[src/rtl/mod_counter_pkg.sv]
// Shared types and default widths for the modulo up/down counter.
package mod_counter_pkg;

  typedef enum logic {
    DIR_DOWN = 1'b0,
    DIR_UP   = 1'b1
  } dir_e;

  typedef enum logic {
    MODE_WRAP     = 1'b0,
    MODE_SATURATE = 1'b1
  } mode_e;

  localparam int unsigned BITS_DEF          = 8;
  localparam int unsigned STEP_BITS_DEF     = 4;
  localparam int unsigned PRESCALE_BITS_DEF = 8;

endpackage

[src/rtl/mod_counter_tick_prescaler.sv]
// Clock-enable prescaler: strobes o_tick once every i_prescale+1 enabled cycles.
module tick_prescaler #(
  parameter int unsigned PRESCALE_BITS = mod_counter_pkg::PRESCALE_BITS_DEF
) (
  input  logic                     i_clk,
  input  logic                     i_rst_n,
  input  logic                     i_clear,
  input  logic                     i_enable,
  input  logic [PRESCALE_BITS-1:0] i_prescale,
  output logic                     o_tick
);

  logic [PRESCALE_BITS-1:0] cnt_q, cnt_d;
  logic                     tick;

  always_comb begin
    cnt_d = cnt_q;
    tick  = 1'b0;
    if (i_clear) begin
      cnt_d = '0;
    end else if (i_enable) begin
      // >= rather than == so a reload lowered mid-count cannot strand the phase
      if (cnt_q >= i_prescale) begin
        tick  = 1'b1;
        cnt_d = '0;
      end else begin
        cnt_d = cnt_q + 1'b1;
      end
    end
  end

  always_ff @(posedge i_clk or negedge i_rst_n) begin
    if (!i_rst_n) cnt_q <= '0;
    else          cnt_q <= cnt_d;
  end

  assign o_tick = tick;

endmodule

[src/rtl/mod_counter.sv]
// Up/down counter with programmable modulo limit, step, wrap/saturate,
// parallel load, prescaled enable, terminal-count pulse and sticky flags.
module mod_counter
  import mod_counter_pkg::*;
#(
  parameter int unsigned BITS          = BITS_DEF,
  parameter int unsigned STEP_BITS     = STEP_BITS_DEF,
  parameter int unsigned PRESCALE_BITS = PRESCALE_BITS_DEF
) (
  input  logic                     i_clk,
  input  logic                     i_rst_n,
  input  logic                     i_init,
  input  logic                     i_load,
  input  logic [BITS-1:0]          i_load_value,
  input  logic                     i_enable,
  input  logic                     i_inc_dec,
  input  logic [STEP_BITS-1:0]     i_step,
  input  logic [BITS-1:0]          i_limit,
  input  logic                     i_saturate,
  input  logic [PRESCALE_BITS-1:0] i_prescale,
  output logic [BITS-1:0]          o_value,
  output logic                     o_tc,
  output logic                     o_overflow,
  output logic                     o_underflow
);

  localparam int unsigned W = BITS + 1;

  typedef struct packed {
    logic [BITS-1:0] value;
    logic            tc;
    logic            ovf;
    logic            unf;
  } adv_t;

  // All arithmetic is one bit wider than the count so L = limit+1 never overflows.
  function automatic adv_t next_value(input logic [BITS-1:0]      value,
                                      input dir_e                 dir,
                                      input logic [STEP_BITS-1:0] step,
                                      input logic [BITS-1:0]      limit,
                                      input mode_e                mode);
    adv_t         r;
    logic [W-1:0] v, s, lim, l, sum, res;
    v   = W'(value);
    s   = W'(step);
    lim = W'(limit);
    l   = lim + 1'b1;
    sum = v + s;
    res = v;
    r   = '0;
    if (v > lim) begin
      res   = lim;
      r.ovf = 1'b1;
      r.tc  = 1'b1;
    end else if (s == '0) begin
      res = v;
    end else if (dir == DIR_UP) begin
      if (sum <= lim) begin
        res = sum;
      end else begin
        r.ovf = 1'b1;
        r.tc  = 1'b1;
        if (mode == MODE_SATURATE) res = lim;
        else if (s > l)            res = '0;
        else                       res = sum - l;
      end
    end else begin
      if (v >= s) begin
        res = v - s;
      end else begin
        r.unf = 1'b1;
        r.tc  = 1'b1;
        if (mode == MODE_SATURATE) res = '0;
        else if (s > l)            res = lim;
        else                       res = v + l - s;
      end
    end
    r.value = res[BITS-1:0];
    return r;
  endfunction

  logic            tick;
  adv_t            adv;
  logic [BITS-1:0] value_q, value_d;
  logic            tc_q, tc_d;
  logic            ovf_q, ovf_d;
  logic            unf_q, unf_d;

  tick_prescaler #(
    .PRESCALE_BITS(PRESCALE_BITS)
  ) u_prescaler (
    .i_clk     (i_clk),
    .i_rst_n   (i_rst_n),
    .i_clear   (i_init | i_load),
    .i_enable  (i_enable),
    .i_prescale(i_prescale),
    .o_tick    (tick)
  );

  always_comb begin
    adv     = next_value(value_q, dir_e'(i_inc_dec), i_step, i_limit,
                         mode_e'(i_saturate));
    value_d = value_q;
    tc_d    = 1'b0;
    ovf_d   = ovf_q;
    unf_d   = unf_q;
    if (i_init) begin
      value_d = '0;
      ovf_d   = 1'b0;
      unf_d   = 1'b0;
    end else if (i_load) begin
      value_d = i_load_value;
    end else if (tick) begin
      value_d = adv.value;
      tc_d    = adv.tc;
      ovf_d   = ovf_q | adv.ovf;
      unf_d   = unf_q | adv.unf;
    end
  end

  always_ff @(posedge i_clk or negedge i_rst_n) begin
    if (!i_rst_n) begin
      value_q <= '0;
      tc_q    <= 1'b0;
      ovf_q   <= 1'b0;
      unf_q   <= 1'b0;
    end else begin
      value_q <= value_d;
      tc_q    <= tc_d;
      ovf_q   <= ovf_d;
      unf_q   <= unf_d;
    end
  end

  assign o_value     = value_q;
  assign o_tc        = tc_q;
  assign o_overflow  = ovf_q;
  assign o_underflow = unf_q;

endmodule

[config.mk]
export PLATFORM = sky130hd
export DESIGN_NAME = mod_counter
export DESIGN_NICKNAME = d
export VERILOG_FILES = /design/src/rtl/mod_counter_pkg.sv /design/src/rtl/mod_counter_tick_prescaler.sv /design/src/rtl/mod_counter.sv
export SDC_FILE = /design/constraint.sdc
export NUM_CORES = 1
export LEC_CHECK = 0
export ABC_AREA = 0
export BUFFER_PORTS_ARGS = -buffer_cell sky130_fd_sc_hd__buf_4
export CORE_ASPECT_RATIO = 0.8
export CORE_MARGIN = 3
export CORE_UTILIZATION = 25
export DETAILED_ROUTE_END_ITERATION = 10
export GPL_ROUTABILITY_DRIVEN = 0
export RECOVER_POWER = 50
export SYNTH_ARGS = -nofsm -noshare
export SYNTH_HDL_FRONTEND = slang
export SYNTH_HIERARCHICAL = 1
export SYNTH_SLANG_ARGS = --single-unit
[constraint.sdc]
create_clock -name i_clk -period 4.2 [get_ports i_clk]
set_clock_uncertainty 0.05 [all_clocks]
set_input_delay 0.63 -clock i_clk [delete_from_list [all_inputs] [get_ports i_clk]]
set_output_delay 0.63 -clock i_clk [all_outputs]
set_load 0.05 [all_outputs]
# Yosys cells after proc, flatten, opt, wreduce, memory -nomap -nowiden
# Cells that the tools add are included.
[classes]
n_mux = 35
bitwise = 3
magnitude_cmp = 5
eq_ne = 2
n_addsub = 7
reduce_logical = 6
[op_table]
columns = ["operator", "count"]
rows = [
  ["2-to-1 mux 8 bit", 15],
  ["2-to-1 mux 1 bit", 17],
  ["subtractor 8 x 4 -> 8 bit", 2],
  ["adder 8 x 1 -> 9 bit (second input constant)", 1],
  ["adder 8 x 4 -> 9 bit", 1],
  ["greater-than comparator 4 x 9 -> 1 bit", 1],
  ["<= comparator 9 x 8 -> 1 bit", 1],
  ["adder 8 x 1 -> 8 bit (second input constant)", 1],
  ["adder 8 bit", 1],
  ["greater-or-equal comparator 8 x 4 -> 1 bit", 1],
  ["greater-or-equal comparator 8 bit", 1],
  ["greater-than comparator 8 bit", 1],
  ["subtractor 8 bit", 1],
  ["logical NOT 4 bit", 1],
  ["2-to-1 mux 2 bit", 2],
  ["inequality test 4 bit (second input constant)", 1],
  ["AND reduction 2 bit", 2],
  ["nonzero test 2 bit", 2],
  ["2-to-1 mux 3 bit", 1],
  ["OR 1 bit", 3],
  ["nonzero test 3 bit", 1],
  ["inequality test 2 bit (second input constant)", 1],
]
[word_totals]
output_inout_bits = 11
elab_cells = 63
input_bits = 35
reg_bits = 19

# Longest topological paths before layout
# Gate-level depths: netlist (run 1).
[logic_depth]
word_depth = 12
ltp_mapped = 16
depth_no_buf = 14

# Hierarchy
# The synthesis (run 1) kept the hierarchy.
[by_module_without_submodules]
columns = ["mod", "seq_area_each_um2", "cells_per_inst", "instances", "area_per_inst_um2"]
rows = [
  ["mod_counter", 275.3, 374, 1, 2896.5],
  ["tick_prescaler", 200.2, 67, 1, 654.4],
]

# Worst setup path after synthesis (run 1)
# OpenSTA, ideal clock, no wires.
[synth_timing]
path_kind = "register to register"
startpoint = "register value_q[1] (netlist: o_value[1])"
endpoint = "register value_q[0] (netlist: o_value[0])"
n_path_buf = 1
period_less_slack_ps = 3847
setup_slack_ps = 353
stages_incl_launch_ff = 15
setup_ps = 134
required_ps = 4016
arrival_time_ps = 3663
cell_sequence = "dfrtp_1 > ha_1 > nor2b_1 > o211ai_1 > a211oi_1 > xor2_1 > ha_1 > nand3_1 > or4_1 > o31a_1 > o21a_1 > clkbuf_1 > a311oi_1 > a221o_1 > a22oi_2"
[synth_between]
elab_chain_len = 9
elab_cells_between_ends = 14
cone_classes = "add/sub: 1; order compare: 3; eq/ne: 1; mux: 8; reduce/logical: 1"
[synth_rtl]
columns = ["element", "line", "text"]
rows = [
  ["start, declared", "mod_counter.sv:84", "logic [BITS-1:0] value_q, value_d;"],
  ["start signal, assigned", "mod_counter.sv:128", "value_q <= value_d;"],
  ["adder 8 x 4 -> 9 bit", "mod_counter.sv:48", "sum = v + s;"],
  ["<= comparator 9 x 8 -> 1 bit", "mod_counter.sv:58", "if (sum <= lim) begin"],
  ["2-to-1 mux 8 bit", "mod_counter.sv:58", ""],
  ["2-to-1 mux 8 bit", "mod_counter.sv:57", "end else if (dir == DIR_UP) begin"],
  ["2-to-1 mux 8 bit", "mod_counter.sv:55", "end else if (s == '0) begin"],
  ["2-to-1 mux 8 bit", "mod_counter.sv:51", "if (v > lim) begin"],
  ["2-to-1 mux 8 bit", "mod_counter.sv:113", "end else if (tick) begin"],
  ["2-to-1 mux 8 bit", "mod_counter.sv:111", "end else if (i_load) begin"],
  ["2-to-1 mux 8 bit", "mod_counter.sv:107", "if (i_init) begin"],
]
# Several ways; a longest one is shown, not always the timed one. The select of a mux whose other input is x is not followed.
# A chain may end at the register's enable or synchronous reset.

# Worst setup path after layout (run 1)
[layout_timing]
startpoint = "input i_step[2]"
endpoint = "register value_q[0] (netlist: o_value[0])"
[layout_between]
elab_chain_len = 10
elab_cells_between_ends = 19
cone_classes = "add/sub: 1; order compare: 3; eq/ne: 1; mux: 12; reduce/logical: 2"
[layout_rtl]
columns = ["element", "line", "text"]
rows = [
  ["start, declared", "mod_counter.sv:17", "input logic [STEP_BITS-1:0] i_step,"],
  ["branches (longest 10 deep; another with adder 8 x 4 -> 9 bit)", "n/a", ""],
]
# Parallel ways; which one is timed is not known. The select of a mux whose other input is x is not followed.

==> impl_metrics.json, run 1 <==
{
  "status": "completed",
  "highest_layer": "met4",
  "drt-vias-per-instance": 5.59,
  "power_frac_comb": 0.663,
  "via_count": 3698,
  "wirelength_mm": 12.4,
  "power_density_mw_per_mm2": 301,
  "final-seq-area_um2": 475,
  "post_synth_most_frequent_cells": "56 x ha_1, 52 x inv_1, 33 x nand2_1, 24 x a21oi_1, 22 x nor2_1",
  "cpMaxStageDelayCell": "or4_1",
  "post_synth_main_area_contributors": "ha_1 20%, dfrtp_1 13%, inv_1 5.5%",
  "drc": 0,
  "fillers": 1442,
  "worstSetupPathType": "in2reg",
  "critPathBufInv": 2,
  "drive_gt1_frac": 0.119,
  "syn-cell-area_mm2": 0.00355,
  "die_w_um": 139,
  "max_freq_mhz": 251,
  "slew_violations": 0,
  "power.total_mw": 1.25,
  "synth_edf_count": 0,
  "wl_met3_mm": 1.62,
  "nNetsFinal": 580,
  "switching_share": 0.483,
  "power.switching_mw": 0.602,
  "grt_max_degree": 24,
  "hold_viol": 0,
  "drtAntennaViolNets": 0,
  "portBuffers": 45,
  "cp.arrival_ps": 4050,
  "yosysMostFrequentCell": "ha_1",
  "die_area_mm2": 0.0157,
  "power_frac_seq": 0.175,
  "cts.clk_slew.worst_paths_ps": 60,
  "cellLeakagePower_nw": 1.93,
  "grt_pass1_wl_mm": 19.1,
  "cp_cell_sequence": "buf_4 -> inv_1 -> ha_1 -> nand2b_1 -> a221oi_1 -> xnor2_1 -> ha_1 -> nand3_1 -> or4_1 -> o31a_1 -> o21a_1 -> a311oi_1 -> a221o_1 -> a22oi_2",
  "startpoint_type": "primary input",
  "maxCapViolations": 0,
  "cts_htree_levels": 1,
  "synth_top_flop_cell": "dfrtp_1",
  "coreArea_mm2": 0.0137,
  "rsz0062_at_grt": "false",
  "cts_root_buffer": "clkbuf_16",
  "drtPass1Iterations": 6,
  "post-route-util": 0.301,
  "instances_no_fill": 661,
  "cp_common_cell": "ha_1",
  "ir_drop_mv": 0.115,
  "min_period_over_period": 0.947,
  "postCtsResizedCells": 0,
  "dp_hpwl_mm": 10.2,
  "cts_buffer_depth": 2,
  "start_util": 0.258,
  "cts_made_buffers": 3,
  "clock-sinks": 19,
  "multi_input_area_mm2": 0.00281,
  "setup_violations": 0,
  "cp.required_ps": 4270,
  "rows": 38,
  "cts.hold.buffers_added": 0,
  "synth_seq_cells": 19,
  "yosys_warnings": 6,
  "insertion_delay_ps": 260,
  "grt-ovfl-total": 0,
  "synthArstFlopShare": 1.00,
  "synth.distinct_cells": 64,
  "synthCells": 441,
  "synth_top_cell_by_area": "ha_1",
  "placedCellCount": 657,
  "die_h_um": 113,
  "area_growth_pct": 16.4,
  "holdCritPathClass": "reg2reg",
  "min_period_ps": 3980,
  "n_antenna_cell": 0,
  "grt_pass1_vias": 3360,
  "fin_tns_setup_ps": 0,
  "crit_fanout": 10,
  "post_cts.repair.setup_buffers": 0,
  "slew_headroom": 0.202,
  "crit_family": "compound AO/OA/AOI/OAI gates",
  "drt_iter0_drc": 428,
  "wl_per_cell_um": 18.7,
  "antenna_found_initial": 0,
  "cts_tree": "built",
  "drt-met1-wl_mm": 5.74,
  "met2_length_mm": 4.83,
  "worst_slew_pin_slew_ps": 1190,
  "end_kind": "flip-flop",
  "synth_top_area_frac": 0.197,
  "clkPwrFrac": 0.161,
  "synth_area_per_cell_um2": 8.05,
  "p_int_mw": 0.644,
  "ioPinCount": 46,
  "slowest_delay_ps": 520,
  "ys_seq_area_frac": 0.134,
  "syn_nets": 539,
  "grtUsageTotal": 0.152
}
==> metrics by stage <==
step	setup slack (ps)	area (um^2)	hold WS, ps
floorplan	353	3550	284
global placement	198	4080	468
detailed placement	73.2	4080	471
CTS	317	4160	201
global route	65.2	4130	521
finish	223	4130	469
==> power groups by stage <==
stage	Sequential (mW)	Combinational (mW)	Clock, mW
after floorplan	0.246	0.536	0
after global placement	0.222	0.789	0
after detailed placement	0.221	0.802	0
after CTS	0.218	0.808	0.205
after global routing	0.221	0.899	0.212
final	0.218	0.826	0.201
==> sequential cells by signal (all words and copies together) (netlist names) <==
signal	flops
o_tc	1
o_overflow	1
o_value	8
o_underflow	1
u_prescaler/cnt_q	8
==> path summary, 6_finish.rpt <==
| path | start | endpoint | slack (ps) | cells after the start |
|---|---|---|---|---|
| max reg2reg | o_value[1]$_DFFE_PN0P_ | o_value[0]$_DFFE_PN0P_ | 340 | 13 |
| max | i_step[2] | o_value[0]$_DFFE_PN0P_ | 220 | 14 |
| min reg2reg | o_underflow$_DFFE_PN0P_ | o_underflow$_DFFE_PN0P_ | 470 | 2 |
| max in group asynchronous | i_rst_n | o_value[0]$_DFFE_PN0P_ | 2920 | 1 |
| min | o_underflow$_DFFE_PN0P_ | o_underflow$_DFFE_PN0P_ | 470 | 2 |
| min in group asynchronous | i_rst_n | u_prescaler/cnt_q[7]$_DFFE_PN0P_ | 510 | 1 |
==> worst min-delay path, stage by stage, from the launching register on <==
cell	delay, ps
dfrtp_1	380
inv_1	50
o21ai_0	60
==> layout make-up <==
class	count	share of cell area
inverters	54	0.0490
repair buffers	49	0.0835
clock inverters	1	0.00121
well taps	180	0.0545
clock buffers	3	0.0182
multi-input cells	355	0.679
flip-flops and latches	19	0.115
==> per-layer routing <==
layer | global-route usage | vias to the layer above
met1 | 0.233 | 1712
met4 | 0.0254 | 0
met2 | 0.206 | 244
li1 | - | 1717
met3 | 0.0511 | 25
met5 | 0 | -
==> cell families after synthesis <==
family	after synthesis	share of synthesized area
muxes	6	0.0176
and+or+nand+nor	131	0.191
xor gates and xnor gates	30	0.0817
DFF	19	0.134
adders and majority gates	63	0.237
AOI/OAI and AO/OA	125	0.263
buffers and inverters	67	0.0761
==> cell usage in the layout (no fill, tap or decap), types with 8 or more instances in the layout <==
| master | instances |
|---|---|
| ha_1 | 56 |
| inv_1 | 52 |
| buf_4 | 43 |
| nand2_1 | 33 |
| a21oi_1 | 24 |
| nor2_1 | 22 |
| xnor2_1 | 20 |
| dfrtp_1 | 19 |
| nand3_1 | 13 |
| nor3_1 | 11 |
| o21ai_0 | 10 |
| nor2b_1 | 9 |
| xor2_1 | 8 |
| a21o_1 | 8 |
| a221oi_1 | 8 |
| o21a_1 | 8 |
No activity file was read; power rests on OpenSTA's default activity.
==> run 2: changes to the inputs <==
--- a/config.mk
+++ b/config.mk
@@ -12,6 +12,7 @@
 export CORE_UTILIZATION = 25
 export DETAILED_ROUTE_END_ITERATION = 10
 export GPL_ROUTABILITY_DRIVEN = 0
+export PLACE_DENSITY = 0.39
 export RECOVER_POWER = 50
 export SYNTH_ARGS = -nofsm -noshare
 export SYNTH_HDL_FRONTEND = slang
==> run 2 against run 1 <==
Effect of this change:
- power increased by 2.6%
- clock-buffer cell count grew 1
- worst setup slack better by 90 ps
- clock power about the same
- highest routed layer unchanged
- flip-flop and latch count unchanged
- die area unchanged
- first-iteration DRC count fell by 21%
- via count fell by 4.0%
- worst hold slack gained 10 ps
- combinational power rose by 4.1%
- register-to-register slack gained 80 ps
- final area is 3.1% higher
==> impl_metrics.json, run 2 (synthesis results as in run 1) <==
{
  "crit_cells": 15,
  "die_h_um": 113,
  "slew_headroom": 0.249,
  "area_growth_pct": 20.0,
  "max_freq_mhz": 257,
  "dp_hpwl_mm": 11.2,
  "drtAntennaViolNets": 0,
  "worstSetupPathType": "in2reg",
  "drt-vias-per-instance": 5.24,
  "via_count": 3551,
  "crit_fanout": 10,
  "cellLeakagePower_nw": 2.01,
  "post-route-util": 0.310,
  "slowest_delay_ps": 520,
  "clkPwrFrac": 0.156,
  "cts_tree": "built",
  "end_kind": "flip-flop",
  "drc": 0,
  "grt_pass1_vias": 3477,
  "setup_violations": 0,
  "instances_no_fill": 678,
  "critPathBufInv": 2,
  "insertion_delay_ps": 250,
  "post_cts.repair.setup_buffers": 0,
  "hold_viol": 0,
  "cts_made_buffers": 3,
  "finalWorstSetupSlack_ps": 313,
  "fin_tns_setup_ps": 0,
  "power.switching_mw": 0.611,
  "drive_gt1_frac": 0.147,
  "final_common_cell": "buf_4",
  "grtUsageTotal": 0.170,
  "drtPass1Iterations": 5,
  "rows": 38,
  "min_path_cells": 2,
  "wirelength_mm": 13.2,
  "slew_violations": 0,
  "worst_slew_pin_slew_ps": 1130,
  "cts.clk_slew.worst_paths_ps": 60,
  "cpMaxStageDelayCell": "or4_1",
  "wl_per_cell_um": 19.5,
  "startpoint_type": "primary input",
  "cp_cell_sequence": "buf_4 -> inv_1 -> ha_1 -> nor2b_1 -> o211ai_1 -> a211oi_1 -> xor2_1 -> ha_1 -> nand3_1 -> or4_1 -> o31a_1 -> o21a_1 -> a311oi_1 -> a221o_1 -> a22oi_2",
  "status": "completed",
  "ioPinCount": 46,
  "cts_htree_levels": 1,
  "clock-sinks": 19,
  "rsz0062_at_grt": "false",
  "postCtsResizedCells": 0,
  "switching_share": 0.478,
  "die_area_mm2": 0.0157,
  "whs_ps": 479,
  "ir_drop_mv": 0.171,
  "maxCapViolations": 0,
  "grt_max_degree": 24,
  "fillers": 1483,
  "cp.arrival_ps": 3950,
  "min_period_over_period": 0.925,
  "n_antenna_cell": 0,
  "cp_common_cell": "ha_1",
  "crit_family": "compound AO/OA/AOI/OAI gates",
  "p_int_mw": 0.667,
  "cts.hold.buffers_added": 0,
  "grt-ovfl-total": 0,
  "cts_buffer_depth": 2,
  "power_frac_comb": 0.673,
  "holdCritPathClass": "reg2reg",
  "placedCellCount": 674,
  "final_cell_mix": "60 x buf_4, 56 x ha_1, 52 x inv_1, 33 x nand2_1, 24 x a21oi_1",
  "antenna_found_initial": 0,
  "r2r_cells": 13,
  "place_worst_setup_slack_ps": 83.4,
  "coreArea_mm2": 0.0137,
  "cp.required_ps": 4270,
  "cts_root_buffer": "clkbuf_16",
  "start_util": 0.258,
  "drt_iter0_drc": 338,
  "grt_pass1_wl_mm": 20.8,
  "power_density_mw_per_mm2": 300,
  "nNetsFinal": 597,
  "die_w_um": 139,
  "power_frac_seq": 0.171,
  "portBuffers": 45,
  "min_period_ps": 3890
}
==> run 2: cell count changes in the layout (fill, tap and decap cells not counted) <==
cell / previous run / this run
clkbuf_1: 6 / 7
clkinv_2: 1 / 0
buf_4: 43 / 60
==> run 2: worst reg2reg max path: cells and delay by family (launching register included) <==
family	cells	cell delay, ps
compound gates	7	1480
simple gates	3	810
fa+ha+maj	2	700
flops	1	450
xor+xnor	1	140
==> run 2: per-stage QoR <==
step / cell area, um^2 / total power, mW
after detailed placement: 4200 / 1.07
after floorplan: 3550 / 0.782
after global routing: 4260 / 1.39
final: 4260 / 1.28
after CTS: 4280 / 1.28
after global placement: 4200 / 1.08
==> run 2: final timing paths <==
path / from / endpoint / slack, ps
min in group asynchronous: i_rst_n / o_tc$_DFF_PN0_ / 530
min: o_underflow$_DFFE_PN0P_ / o_underflow$_DFFE_PN0P_ / 480
max reg2reg: o_value[1]$_DFFE_PN0P_ / o_value[0]$_DFFE_PN0P_ / 420
min reg2reg: o_underflow$_DFFE_PN0P_ / o_underflow$_DFFE_PN0P_ / 480
max in group asynchronous: i_rst_n / o_value[1]$_DFFE_PN0P_ / 2900
max: i_step[1] / o_value[0]$_DFFE_PN0P_ / 310
==> run 2: power by group through the flow <==
| stage | combinational (mW) | sequential [mW] | clock [mW] |
|---|---|---|---|
| 2_1_floorplan | 0.536 | 0.246 | 0 |
| 3_3_place_gp | 0.857 | 0.224 | 0 |
| 3_5_place_dp | 0.850 | 0.222 | 0 |
| 4_1_cts | 0.856 | 0.219 | 0.205 |
| 5_1_grt | 0.952 | 0.221 | 0.215 |
| 6_report | 0.860 | 0.219 | 0.199 |
==> run 2: final cells by class <==
| cell class | instances | area [um^2] | area share |
|---|---|---|---|
| Multi-Input combinational cell | 355 | 2810 | 0.658 |
| Sequential cell | 19 | 475 | 0.112 |
| Timing Repair Buffer | 66 | 473 | 0.111 |
| Tap cell | 180 | 225 | 0.0529 |
| Inverter | 54 | 203 | 0.0476 |
| Clock buffer | 4 | 78.8 | 0.0185 |
==> run 2: per-layer routing <==
metal | track usage | vias to the layer above | part of all wire
li1 | - | 1754 | -
met1 | 0.281 | 1673 | 0.54
met2 | 0.234 | 114 | 0.39
met3 | 0.0239 | 10 | 0.058
met4 | 0.0202 | 0 | 0.0095
met5 | 0 | - | 0
==> run 3: changes to the inputs <==
--- a/config.mk
+++ b/config.mk
@@ -9,10 +9,10 @@
 export BUFFER_PORTS_ARGS = -buffer_cell sky130_fd_sc_hd__buf_4
 export CORE_ASPECT_RATIO = 0.8
 export CORE_MARGIN = 3
-export CORE_UTILIZATION = 25
+export CORE_UTILIZATION = 55
 export DETAILED_ROUTE_END_ITERATION = 10
 export GPL_ROUTABILITY_DRIVEN = 0
-export PLACE_DENSITY = 0.39
+export PLACE_DENSITY = 0.74
 export RECOVER_POWER = 50
 export SYNTH_ARGS = -nofsm -noshare
 export SYNTH_HDL_FRONTEND = slang
==> constraint.sdc (replaced) <==
create_clock -name i_clk -period 4.2 [get_ports i_clk]
set_clock_uncertainty 0.05 [all_clocks]
set_input_delay 0.63 -clock i_clk [delete_from_list [all_inputs] [get_ports i_clk]]
set_output_delay 0.63 -clock i_clk [all_outputs]
set_load 0.02 [all_outputs]
==> run 3 against run 2 <==
Effect of this change:
- power is 11% lower
- global-route usage is 12 points higher
- clock power is 34% lower
- non-clock buffer count is 15 lower
- worst setup slack better by 45 ps
- clock-buffer cell count stayed put
- combinational power is 8.1% lower
- routed wire length is 16% lower
- flip-flop and latch count stayed put
==> impl_metrics.json, run 3 (synthesis results as in run 1) <==
{
  "crit_family": "compound AO/OA/AOI/OAI gates",
  "drtAntennaViolNets": 0,
  "grt_pass1_vias": 3270,
  "max_freq_mhz": 260,
  "cts_buffer_depth": 2,
  "gr-usage-met3": 0.0543,
  "grt.busiest_layer": "met1",
  "min_period_over_period": 0.915,
  "r2r_slack_ps": 390,
  "cts_tree": "built",
  "portBuffers": 45,
  "r2r-start": "o_value[2]$_DFFE_PN0P_",
  "slew_headroom": 0.296,
  "via_count": 3720,
  "die_h_um": 77.9,
  "rsz0062_at_grt": "false",
  "die_area_mm2": 0.00746,
  "cp.arrival_ps": 3930,
  "clock-sinks": 19,
  "drtPass1Iterations": 8,
  "cp.required_ps": 4290,
  "min_to": "o_underflow$_DFFE_PN0P_",
  "die_w_um": 95.8,
  "worstSetupPathType": "in2reg",
  "start_util": 0.585,
  "fillers": 557,
  "post-route-util": 0.658,
  "hold_viol": 0,
  "ir_drop_mv": 0.151,
  "drt-vias-per-instance": 6.60,
  "cts_root_buffer": "clkbuf_8",
  "cts_made_buffers": 3,
  "dp_hpwl_mm": 9.18,
  "insertion_delay_ps": 260,
  "cts.clk_slew.worst_paths_ps": 70,
  "maxCapViolations": 0,
  "setup_violations": 0,
  "rows": 25,
  "nNetsFinal": 582,
  "slew_violations": 0,
  "drive_gt1_frac": 0.122,
  "power_density_mw_per_mm2": 285,
  "ioPinCount": 46,
  "grt-ovfl-total": 0,
  "grt_util_met2": 0.409,
  "cp_cell_sequence": "buf_4 -> inv_1 -> ha_1 -> nand2b_1 -> a221oi_1 -> xnor2_1 -> ha_1 -> nand3_1 -> or4_1 -> o31a_1 -> o21a_1 -> a311oi_1 -> a221o_1 -> a22oi_2",
  "reg2reg_to": "o_value[0]$_DFFE_PN0P_",
  "min_period_ps": 3840,
  "dpl_cell_area_mm2": 0.00397,
  "final_cell_mix": "56 x ha_1, 52 x inv_1, 45 x buf_4, 33 x nand2_1, 24 x a21oi_1",
  "crit_fanout": 10,
  "cts.hold.buffers_added": 0,
  "drt_iter0_drc": 552,
  "n_antenna_cell": 0,
  "wl_per_cell_um": 19.6,
  "drc": 0,
  "cts_htree_levels": 1,
  "post_cts.repair.setup_buffers": 0,
  "min_path_cells": 2,
  "critPathBufInv": 2,
  "area_growth_pct": 12.5,
  "r2r_cells": 12,
  "grt_max_degree": 24,
  "end_kind": "flip-flop",
  "worst_slew_pin_slew_ps": 1060,
  "cellLeakagePower_nw": 1.92,
  "hp-start": "o_underflow$_DFFE_PN0P_",
  "cpMaxStageDelayCell": "or4_1",
  "slowest_delay_ps": 540,
  "holdCritPathClass": "reg2reg",
  "postCtsResizedCells": 0,
  "status": "completed",
  "grtUsageTotal": 0.291,
  "coreArea_mm2": 0.00607,
  "fin_tns_setup_ps": 0,
  "cp_common_cell": "ha_1",
  "final_common_cell": "ha_1",
  "grt_pass1_wl_mm": 16.8,
  "wirelength_mm": 11.1,
  "whs_ps": 472,
  "antenna_found_initial": 0,
  "critPathLaunch": "i_step[2]",
  "met1_usage": 0.461,
  "design_area_mm2": 0.00400,
  "startpoint_type": "primary input"
}
## run 3: report_power, final
group          switching [mW]  total, mW  leakage (nW)  internal [mW]
Sequential             0.0230      0.217         0.255          0.194
Clock                  0.0644      0.132        0.0228         0.0677
Combinational           0.466      0.790          1.64          0.324
Total                   0.554       1.14          1.92          0.586
## run 3: cell type report
class	count	area [um^2]	share of cell area
multi-input combinational	355	2810	0.703
tap	81	101	0.0254
timing repair buffer	51	360	0.0902
clock buffer	4	45.0	0.0113
sequential	19	475	0.119
inverter	54	203	0.0507
## run 3: worst max-delay path by stage
stage / to / slack (ps) / cells after the start
2_1_floorplan: o_value[0]$_DFFE_PN0P_ / 440 / 16
3_3_place_gp: o_value[0]$_DFFE_PN0P_ / 230 / 15
3_5_place_dp: o_value[0]$_DFFE_PN0P_ / 80 / 15
4_1_cts: o_value[0]$_DFFE_PN0P_ / 360 / 15
5_1_grt: o_value[0]$_DFFE_PN0P_ / 110 / 15
6_report: o_value[0]$_DFFE_PN0P_ / 360 / 14
## run 3: routing by layer
layer | up-vias | share of wire
li1 | 1719 | -
met1 | 1715 | 0.46
met2 | 256 | 0.40
met3 | 30 | 0.12
met4 | 0 | 0.023
met5 | - | 0
## run 3: worst register-to-register path: stages, from the launching register on
cell      delay [ps]
dfrtp_1          500
ha_1             440
nand2b_1         200
a221oi_1         380
xnor2_1          170
ha_1             320
nand3_1          130
or4_1            540
o31a_1           150
o21a_1           310
a311oi_1         250
a221o_1          190
a22oi_2           50
## run 3: per-stage QoR
stage | total power, mW | setup WS, ps | std cells
after floorplan | 0.760 | 436 | 441
after global placement | 0.967 | 227 | 560
after detailed placement | 0.985 | 79.3 | 560
after CTS | 1.12 | 358 | 564
after global routing | 1.21 | 109 | 564
final | 1.14 | 358 | 564
